<file path="config.mk">
export PLATFORM = sky130hd
export DESIGN_NAME = rect_fill
export DESIGN_NICKNAME = d
export VERILOG_FILES = /design/src/rtl/rect_fill_pkg.sv /design/src/rtl/rect_fill_colour.sv /design/src/rtl/rect_fill.sv
export SDC_FILE = /design/constraint.sdc
export NUM_CORES = 1
export LEC_CHECK = 0
export ABC_AREA = 1
export CAP_MARGIN = 10
export CORE_MARGIN = 5
export CORE_UTILIZATION = 57
export DETAILED_ROUTE_END_ITERATION = 10
export PLACE_DENSITY = 0.86
export SYNTH_ARGS = -nofsm -noshare
export SYNTH_HDL_FRONTEND = slang
export SYNTH_SLANG_ARGS = --single-unit
export TNS_END_PERCENT = 10
</file>
<file path="constraint.sdc">
create_clock -name i_clk -period 5.7 [get_ports i_clk]
set_clock_uncertainty 0.1 [all_clocks]
set_input_delay 1.14 -clock i_clk [delete_from_list [all_inputs] [get_ports i_clk]]
set_output_delay 1.14 -clock i_clk [all_outputs]
set_load 0.1 [all_outputs]
</file>
<file path="src/rtl/rect_fill_pkg.sv">
// Shared types and screen defaults for the rectangle filler.
package rect_fill_pkg;

    localparam int SCREEN_W_DEF = 160;
    localparam int SCREEN_H_DEF = 120;

    typedef enum logic [1:0] {
        SOLID   = 2'd0,
        XSTRIPE = 2'd1,
        YSTRIPE = 2'd2,
        CHECKER = 2'd3
    } fill_mode_t;

    typedef enum logic [1:0] {
        IDLE = 2'd0,
        FILL = 2'd1,
        DONE = 2'd2
    } state_t;

endpackage

</file>
<file path="src/rtl/rect_fill_colour.sv">
// Per-pixel colour pattern generator; only the low colour-width coordinate bits matter.
module rect_fill_colour
    import rect_fill_pkg::*;
#(
    parameter int COLOUR_W = 3
) (
    input  logic [COLOUR_W-1:0] i_x,
    input  logic [COLOUR_W-1:0] i_y,
    input  logic [COLOUR_W-1:0] i_colour,
    input  fill_mode_t          i_mode,
    output logic [COLOUR_W-1:0] o_colour
);

    // Pattern selection by fill mode
    always_comb begin
        o_colour = i_colour;
        case (i_mode)
            SOLID:   o_colour = i_colour;
            XSTRIPE: o_colour = i_colour ^ i_x;
            YSTRIPE: o_colour = i_colour ^ i_y;
            CHECKER: o_colour = (i_x[0] ^ i_y[0]) ? ~i_colour : i_colour;
            default: o_colour = i_colour;
        endcase
    end

endmodule

</file>
<file path="src/rtl/rect_fill.sv">
// Clipped rectangle plotter feeding the VGA adapter one pixel per accepted cycle.
// Optional macro RECT_FILL_READY_EN adds i_vga_ready back-pressure from the adapter.
module rect_fill
    import rect_fill_pkg::*;
#(
    parameter int SCREEN_W = SCREEN_W_DEF,
    parameter int SCREEN_H = SCREEN_H_DEF,
    parameter int X_W      = 8,
    parameter int Y_W      = 7,
    parameter int COLOUR_W = 3
) (
    input  logic                i_clk,
    input  logic                i_rst,
    input  logic                i_start,
    input  logic [X_W-1:0]      i_x0,
    input  logic [X_W-1:0]      i_x1,
    input  logic [Y_W-1:0]      i_y0,
    input  logic [Y_W-1:0]      i_y1,
    input  logic [COLOUR_W-1:0] i_colour,
    input  logic [1:0]          i_mode,
`ifdef RECT_FILL_READY_EN
    input  logic                i_vga_ready,
`endif
    output logic                o_busy,
    output logic                o_done,
    output logic [X_W-1:0]      o_vga_x,
    output logic [Y_W-1:0]      o_vga_y,
    output logic [COLOUR_W-1:0] o_vga_colour,
    output logic                o_vga_plot
);

    localparam logic [X_W-1:0] X_MAX = X_W'(SCREEN_W - 1);
    localparam logic [Y_W-1:0] Y_MAX = Y_W'(SCREEN_H - 1);

    state_t              r_state;
    logic [X_W-1:0]      r_x0;
    logic [X_W-1:0]      r_cx1;
    logic [Y_W-1:0]      r_cy1;
    logic [COLOUR_W-1:0] r_colour;
    fill_mode_t          r_mode;
    logic [X_W-1:0]      r_vga_x;
    logic [Y_W-1:0]      r_vga_y;
    logic [COLOUR_W-1:0] r_vga_colour;
    logic                r_vga_plot;
    logic                r_done;
    logic                r_busy;

    logic [X_W-1:0]      w_cx1;
    logic [Y_W-1:0]      w_cy1;
    logic                w_empty;
    logic                w_last_x;
    logic                w_last_y;
    logic                w_adv;
    logic [X_W-1:0]      w_nx;
    logic [Y_W-1:0]      w_ny;
    logic [COLOUR_W-1:0] w_ncol;
    fill_mode_t          w_nmode;
    logic [COLOUR_W-1:0] w_pix_colour;

    // Clip request against the screen and decide whether anything is drawn
    always_comb begin
        w_cx1   = (i_x1 > X_MAX) ? X_MAX : i_x1;
        w_cy1   = (i_y1 > Y_MAX) ? Y_MAX : i_y1;
        w_empty = (i_x0 > w_cx1) || (i_y0 > w_cy1);
    end

    // Raster position of the pixel to be presented after the next edge
    always_comb begin
        w_last_x = (r_vga_x == r_cx1);
        w_last_y = (r_vga_y == r_cy1);
`ifdef RECT_FILL_READY_EN
        w_adv    = i_vga_ready;
`else
        w_adv    = 1'b1;
`endif
        w_nx     = r_vga_x;
        w_ny     = r_vga_y;
        w_ncol   = r_colour;
        w_nmode  = r_mode;
        if (r_state == IDLE) begin
            w_nx    = i_x0;
            w_ny    = i_y0;
            w_ncol  = i_colour;
            w_nmode = fill_mode_t'(i_mode);
        end else if (w_last_x) begin
            w_nx    = r_x0;
            w_ny    = r_vga_y + 1'b1;
        end else begin
            w_nx    = r_vga_x + 1'b1;
            w_ny    = r_vga_y;
        end
    end

    // The colour is computed for the upcoming pixel so it registers alongside x/y
    rect_fill_colour #(
        .COLOUR_W (COLOUR_W)
    ) u_colour (
        .i_x      (w_nx[COLOUR_W-1:0]),
        .i_y      (w_ny[COLOUR_W-1:0]),
        .i_colour (w_ncol),
        .i_mode   (w_nmode),
        .o_colour (w_pix_colour)
    );

    // Control FSM with registered pixel and handshake outputs
    always_ff @(posedge i_clk) begin
        if (i_rst) begin
            r_state      <= IDLE;
            r_x0         <= '0;
            r_cx1        <= '0;
            r_cy1        <= '0;
            r_colour     <= '0;
            r_mode       <= SOLID;
            r_vga_x      <= '0;
            r_vga_y      <= '0;
            r_vga_colour <= '0;
            r_vga_plot   <= 1'b0;
            r_done       <= 1'b0;
            r_busy       <= 1'b0;
        end else begin
            case (r_state)
                IDLE: begin
                    if (i_start) begin
                        r_x0     <= i_x0;
                        r_cx1    <= w_cx1;
                        r_cy1    <= w_cy1;
                        r_colour <= i_colour;
                        r_mode   <= fill_mode_t'(i_mode);
                        r_busy   <= 1'b1;
                        if (w_empty) begin
                            r_state <= DONE;
                            r_done  <= 1'b1;
                        end else begin
                            r_state      <= FILL;
                            r_vga_x      <= w_nx;
                            r_vga_y      <= w_ny;
                            r_vga_colour <= w_pix_colour;
                            r_vga_plot   <= 1'b1;
                        end
                    end
                end
                FILL: begin
                    if (w_adv) begin
                        if (w_last_x && w_last_y) begin
                            r_state    <= DONE;
                            r_vga_plot <= 1'b0;
                            r_done     <= 1'b1;
                        end else begin
                            r_vga_x      <= w_nx;
                            r_vga_y      <= w_ny;
                            r_vga_colour <= w_pix_colour;
                        end
                    end
                end
                DONE: begin
                    r_state <= IDLE;
                    r_done  <= 1'b0;
                    r_busy  <= 1'b0;
                end
                default: begin
                    r_state    <= IDLE;
                    r_vga_plot <= 1'b0;
                    r_done     <= 1'b0;
                    r_busy     <= 1'b0;
                end
            endcase
        end
    end

    assign o_busy       = r_busy;
    assign o_done       = r_done;
    assign o_vga_x      = r_vga_x;
    assign o_vga_y      = r_vga_y;
    assign o_vga_colour = r_vga_colour;
    assign o_vga_plot   = r_vga_plot;

endmodule
</file>
Yosys cells after proc, flatten, opt, wreduce, memory -nomap -nowiden
Cells that the tools add are included.

word-level totals
  register bits = 51
  input bits = 38
  output and inout port bits = 21
  logic and storage cells = 83

cells by class
  add/sub/neg operators = 2
  magnitude comparators = 4
  eq/ne operators = 12
  mux-type cells = 36
  bitwise logic cells = 6
  reduce and logical (&&, ||, !) cells = 11

operators by type and width
  kind                 count
  $mux 8               6
  $mux 7               6
  $pmux 8 s2           1
  $mux 3               5
  $pmux 7 s2           1
  $pmux 3 s4           1
  $ne 2x2->1 const B   5
  $add 8x1->8 const B  1
  $eq 8x8->1           1
  $gt 8x8->1           1
  $gt 8x8->1 const B   1
  $mux 2               4
  $reduce_and 4->1     2
  $add 7x1->7 const B  1
  $eq 7x7->1           1
  $gt 7x7->1           1
  $gt 7x7->1 const B   1
  $mux 1               7
  $eq 2x2->1 const B   3
  $pmux 3 s2           1
  $reduce_and 2->1     3
  $xor 3x3->3          2
  $eq 2x1->1 const B   2
  $logic_not 2->1      2
  other kinds (10)     12

Depth between registers and ports, before layout
  depth after elaboration = 9
  gate-level depth with buffers = 17
  gate-level depth less buffers = 16

Hierarchy
From an unflattened synthesis, not the netlist that was laid out.

unflattened totals
  cells, all modules = 503
  area total of the unflattened synthesis = 3479.6 sq um

modules (own cells, without submodules)
  module            instances  cells each  area each (sq um)  seq. area each (sq um)
  rect_fill         1          441         3198.1             1021.0
  rect_fill_colour  1          62          281.5              0.0

Worst setup path after synthesis
No wires, ideal clock.

  kind = input -> register
  start = input port i_x1[6]
  end = register r_vga_y[0], in the netlist o_vga_y[0]
  setup time = 117 ps
  arrival time = 3005 ps
  required time = 5483 ps
  setup slack = 2478 ps
  stages on the path = 15
  path buffers = 1
  path through = o21ai_0 -> inv_1 -> nor2_1 -> ha_1 -> a21oi_1 -> o21ai_0 -> a21oi_1 -> a21o_1 -> and2_1 -> nand2_2 -> nand2_4 -> nand2_4 -> buf_4 -> o21ai_1 -> nor2_1

on the way
  cells in the longest elaborated chain, start to end = 6

RTL lines
  item                          RTL line          text
  from (decl)                   rect_fill.sv:16   input logic [X_W-1:0] i_x1,
  $gt 8x8->1                    rect_fill.sv:62   w_cx1 = (i_x1 > X_MAX) ? X_MAX : i_x1;
  $mux 8 *                      rect_fill.sv:62
  $gt 8x8->1 *                  rect_fill.sv:64   w_empty = (i_x0 > w_cx1) || (i_y0 > w_cy1);
  $logic_or 1x1->1 *            rect_fill.sv:64
  $ne 2x2->1 (no line) *        n/a
  $reduce_and 4->1 (no line) *  n/a
  to (signal assigned)          rect_fill.sv:136  r_vga_y <= w_ny;
  to (signal assigned)          rect_fill.sv:150  r_vga_y <= w_ny;
  to (decl)                     rect_fill.sv:42   logic [Y_W-1:0] r_vga_y;

Mark *: on every way between the ends. The rest lies on a longest branch, timed or not.
A chain may end at the register's enable or synchronous reset.

Worst setup path after layout
  start = input port i_x1[6]
  end = register r_vga_y[2], in the netlist o_vga_y[2]

The elaborated chain is that of the path after synthesis.

==> out/results.tsv <==
metric	value	unit
WL/cell	14.30	um
proportion of layout cells with a drive suffix above 1	0.06033	
ys async rst share	0	
H-tree depth	2	
syn nets	551	
Unique masters post-synth	36	
HPWL Detailed	6841	um
synthesized flop and latch total	51	
Worst setup EP type	flip-flop	
DR iter-0 viols	317	
I/O Buffers	58	
CP Launch Type	primary input	
EDFF count, synth	0	
Initial Utilization	0.5939	
Root Buffer	clkbuf_8	
final hold slack	0.3555	ns
DRT Pass-1 Iters	5	
slew at the pin closest to its max-slew limit	0.9788	ns
post-CTS sizing	0	
core area	5574	um2
GR Overflow Total	0	
routed vias/inst	5.609	
die area	7432	um2
Skew-Pair Late Insertion Delay	0.31	ns
peak supply drop	0.2433	mV
Layout area overhead	21.28	%
Ys Warns	0	
count of final setup violators	0	
Worst-path clk slew	0.09	ns
Worst EP required	5.81	ns
final hold vios	0	
Worst R2R End	r_colour[1]$_SDFFE_PP0P_	
number of setup buffers added after CTS	0	
Crit path max-delay family	compound AO/OA/AOI/OAI gates	
initial antenna violation count	0	
Final Net Count	604	
Die Span Y	86.21	um
Post-CTS Hold Fix Bufs	0	
setup TNS	0	ns
Crit Reg-Reg Startpoint	r_state[1]$_SDFFE_PP0P_	
ys flop type	dfxtp_1	
clk sinks	51	
Max FO, Critical Path	14	
total CTS buffers	5	
Tmin final	3.723	ns
first-pass GRT wire length	14640	um
Seq/Total Area, Yosys	0.3084	
num ports	59	
Hold Path Depth	2	
Setup CP Type	in2reg	
Critical Path AT	3.83	ns
hold_sp	o_vga_plot$_SDFFE_PP0P_	
Routed WL	8852	um
DRC viols	0	
r2r setup slk	3.16	ns
pre-CTS worst setup slack	1.731	ns
vias in the first global route	3157	
vias	3472	
most common cell after layout, fill and taps aside	nand2_1	
Final Cycle Share	0.6532	
CTS tree	built	
Worst Hold Class	reg2reg	
leakage power	1.850	nW
Pins Over Slew Limit	0	
status	finished clean	
CP bufs+invs	3	
setup ws final	1.977	ns
clock tree buffer depth	2	
slowest CP cell	clkdlybuf4s50_1	
FP Rows	27	
diode count	0	
Worst path max stage delay	0.42	ns
die width	86.21	um
PwrDens	349.1	nW/um2
Worst R2R Path Depth	5	
largest net degree at the start of global routing	35	
hold endpoint	o_vga_plot$_SDFFE_PP0P_	
Routed Antenna Nets	0	
Slew headroom	0.3454	
Max-cap violations	0	
RSZ-0062 raised after global routing	false	
routability cong.	0.9092	
Mapped Cells	494	
Total GRT Usage	0.2426	
Syn Area/Cell	6.702	um2
Fmax achieved	268.6	MHz
most frequent cells in the layout	nand2_1, inv_1, clkdlybuf4s50_1	
Cell Chain, Critical Path	clkdlybuf4s50_1 > o21ai_0 > inv_1 > nor2_1 > ha_1 > a21oi_1 > o21ai_0 > a21oi_1 > a21o_1 > and2_1 > nand2_2 > nand2_4 > nand2_4 > inv_2 > nand2_1 > nand2_1 > nor2_1	
synthesized area	3311	um2
fin util	0.7203	
-- layer usage --
| metal | wire length [um] | part of all wire | GRT usage | vias to the layer above |
|---|---|---|---|---|
| met2 | 4244 | 0.48 | 0.3896 | 132 |
| met3 | 618 | 0.070 | 0.04373 | 19 |
| li1 | - | - | - | 1719 |
| met1 | 3821 | 0.43 | 0.3327 | 1602 |
| met5 | 0 | 0 | 0 | - |
| met4 | 167 | 0.019 | 0.07365 | 0 |
-- logic make-up after synthesis --
| logic type | after synthesis | share of synthesized area |
|---|---|---|
| AND/OR/NAND/NOR | 222 | 0.3076 |
| AO/OA/AOI/OAI | 97 | 0.1565 |
| buffers and inverters | 84 | 0.1002 |
| flip-flops | 51 | 0.3084 |
| XOR/XNOR | 21 | 0.05556 |
| adder cells (fa/ha/maj) | 19 | 0.07181 |
-- worst max-delay path by stage --
stage / endpoint / startpoint / depth (start not counted)
finish: o_vga_y[2]$_SDFFE_PP0P_ / i_x1[6] / 17
global route: o_vga_y[1]$_SDFFE_PP0P_ / i_x1[6] / 17
CTS: o_vga_y[2]$_SDFFE_PP0P_ / i_x1[6] / 17
detailed placement: o_vga_y[2]$_SDFFE_PP0P_ / i_x1[6] / 17
global placement: o_vga_y[1]$_SDFFE_PP0P_ / i_x1[6] / 17
floorplan: o_vga_y[0]$_SDFFE_PP0P_ / i_x1[6] / 15
-- sequential cells by signal, summed over array words and instances, names as in the netlist, 2 cells and up --
signal and count:
o_vga_x 8, r_cy1 7, o_vga_colour 3, r_x0 8, r_state 2, r_mode 2, o_vga_y 7, r_cx1 8
r_colour 3
-- worst reg2reg max path, cell delays in order, from the launching register on --
cell,delay (ns)
dfxtp_1,0.34
nor2_2,0.13
nand2_1,0.40
inv_1,0.82
nand2_1,0.40
o21ai_0,0.27
-- through the flow --
stage               instances  area [um2]  total power [mW]
finish                    619        4015             1.402
detailed placement        612        3928             1.184
CTS                       619        4015             1.396
global placement          612        3928             1.168
floorplan                 494        3311             1.011
global route              619        4015             1.489
-- final cells by class --
class	instances	area [um2]
Clock buffer	6	82.58
Clock inverter	1	5.005
Fill cell	466	1559
Inverter	70	262.8
Multi-Input combinational cell	359	1958
Sequential cell	51	1021
Tap cell	72	90.09
Timing Repair Buffer	60	595.6
-- power breakdown --
part           switching (mW)  leakage (nW)  internal [mW]  total [mW]
Combinational           0.501          1.38          0.215       0.716
Clock                   0.121        0.0470         0.0956       0.217
Sequential             0.0582         0.421          0.411       0.470
Total                   0.680          1.85          0.722        1.40
-- cells in the mapped netlist, drive strengths merged, types with 2 or more instances --
| cell | count | share of area |
|---|---|---|
| a211oi | 3 | 0.0068 |
| clkbuf | 6 | 0.0068 |
| a31oi | 2 | 0.0038 |
| nor2 | 53 | 0.068 |
| nand3b | 6 | 0.014 |
| buf | 8 | 0.014 |
| a21oi | 39 | 0.059 |
| o22ai | 2 | 0.0038 |
| xor2 | 13 | 0.034 |
| ha | 19 | 0.072 |
| a221oi | 2 | 0.0053 |
| nand4 | 11 | 0.023 |
| nand2 | 105 | 0.13 |
| nor3 | 2 | 0.0030 |
| nand3 | 43 | 0.068 |
| dfxtp | 51 | 0.31 |
| inv | 69 | 0.078 |
| o21ai | 46 | 0.070 |
| xnor2 | 8 | 0.021 |
(Power assumes the default switching activity.)
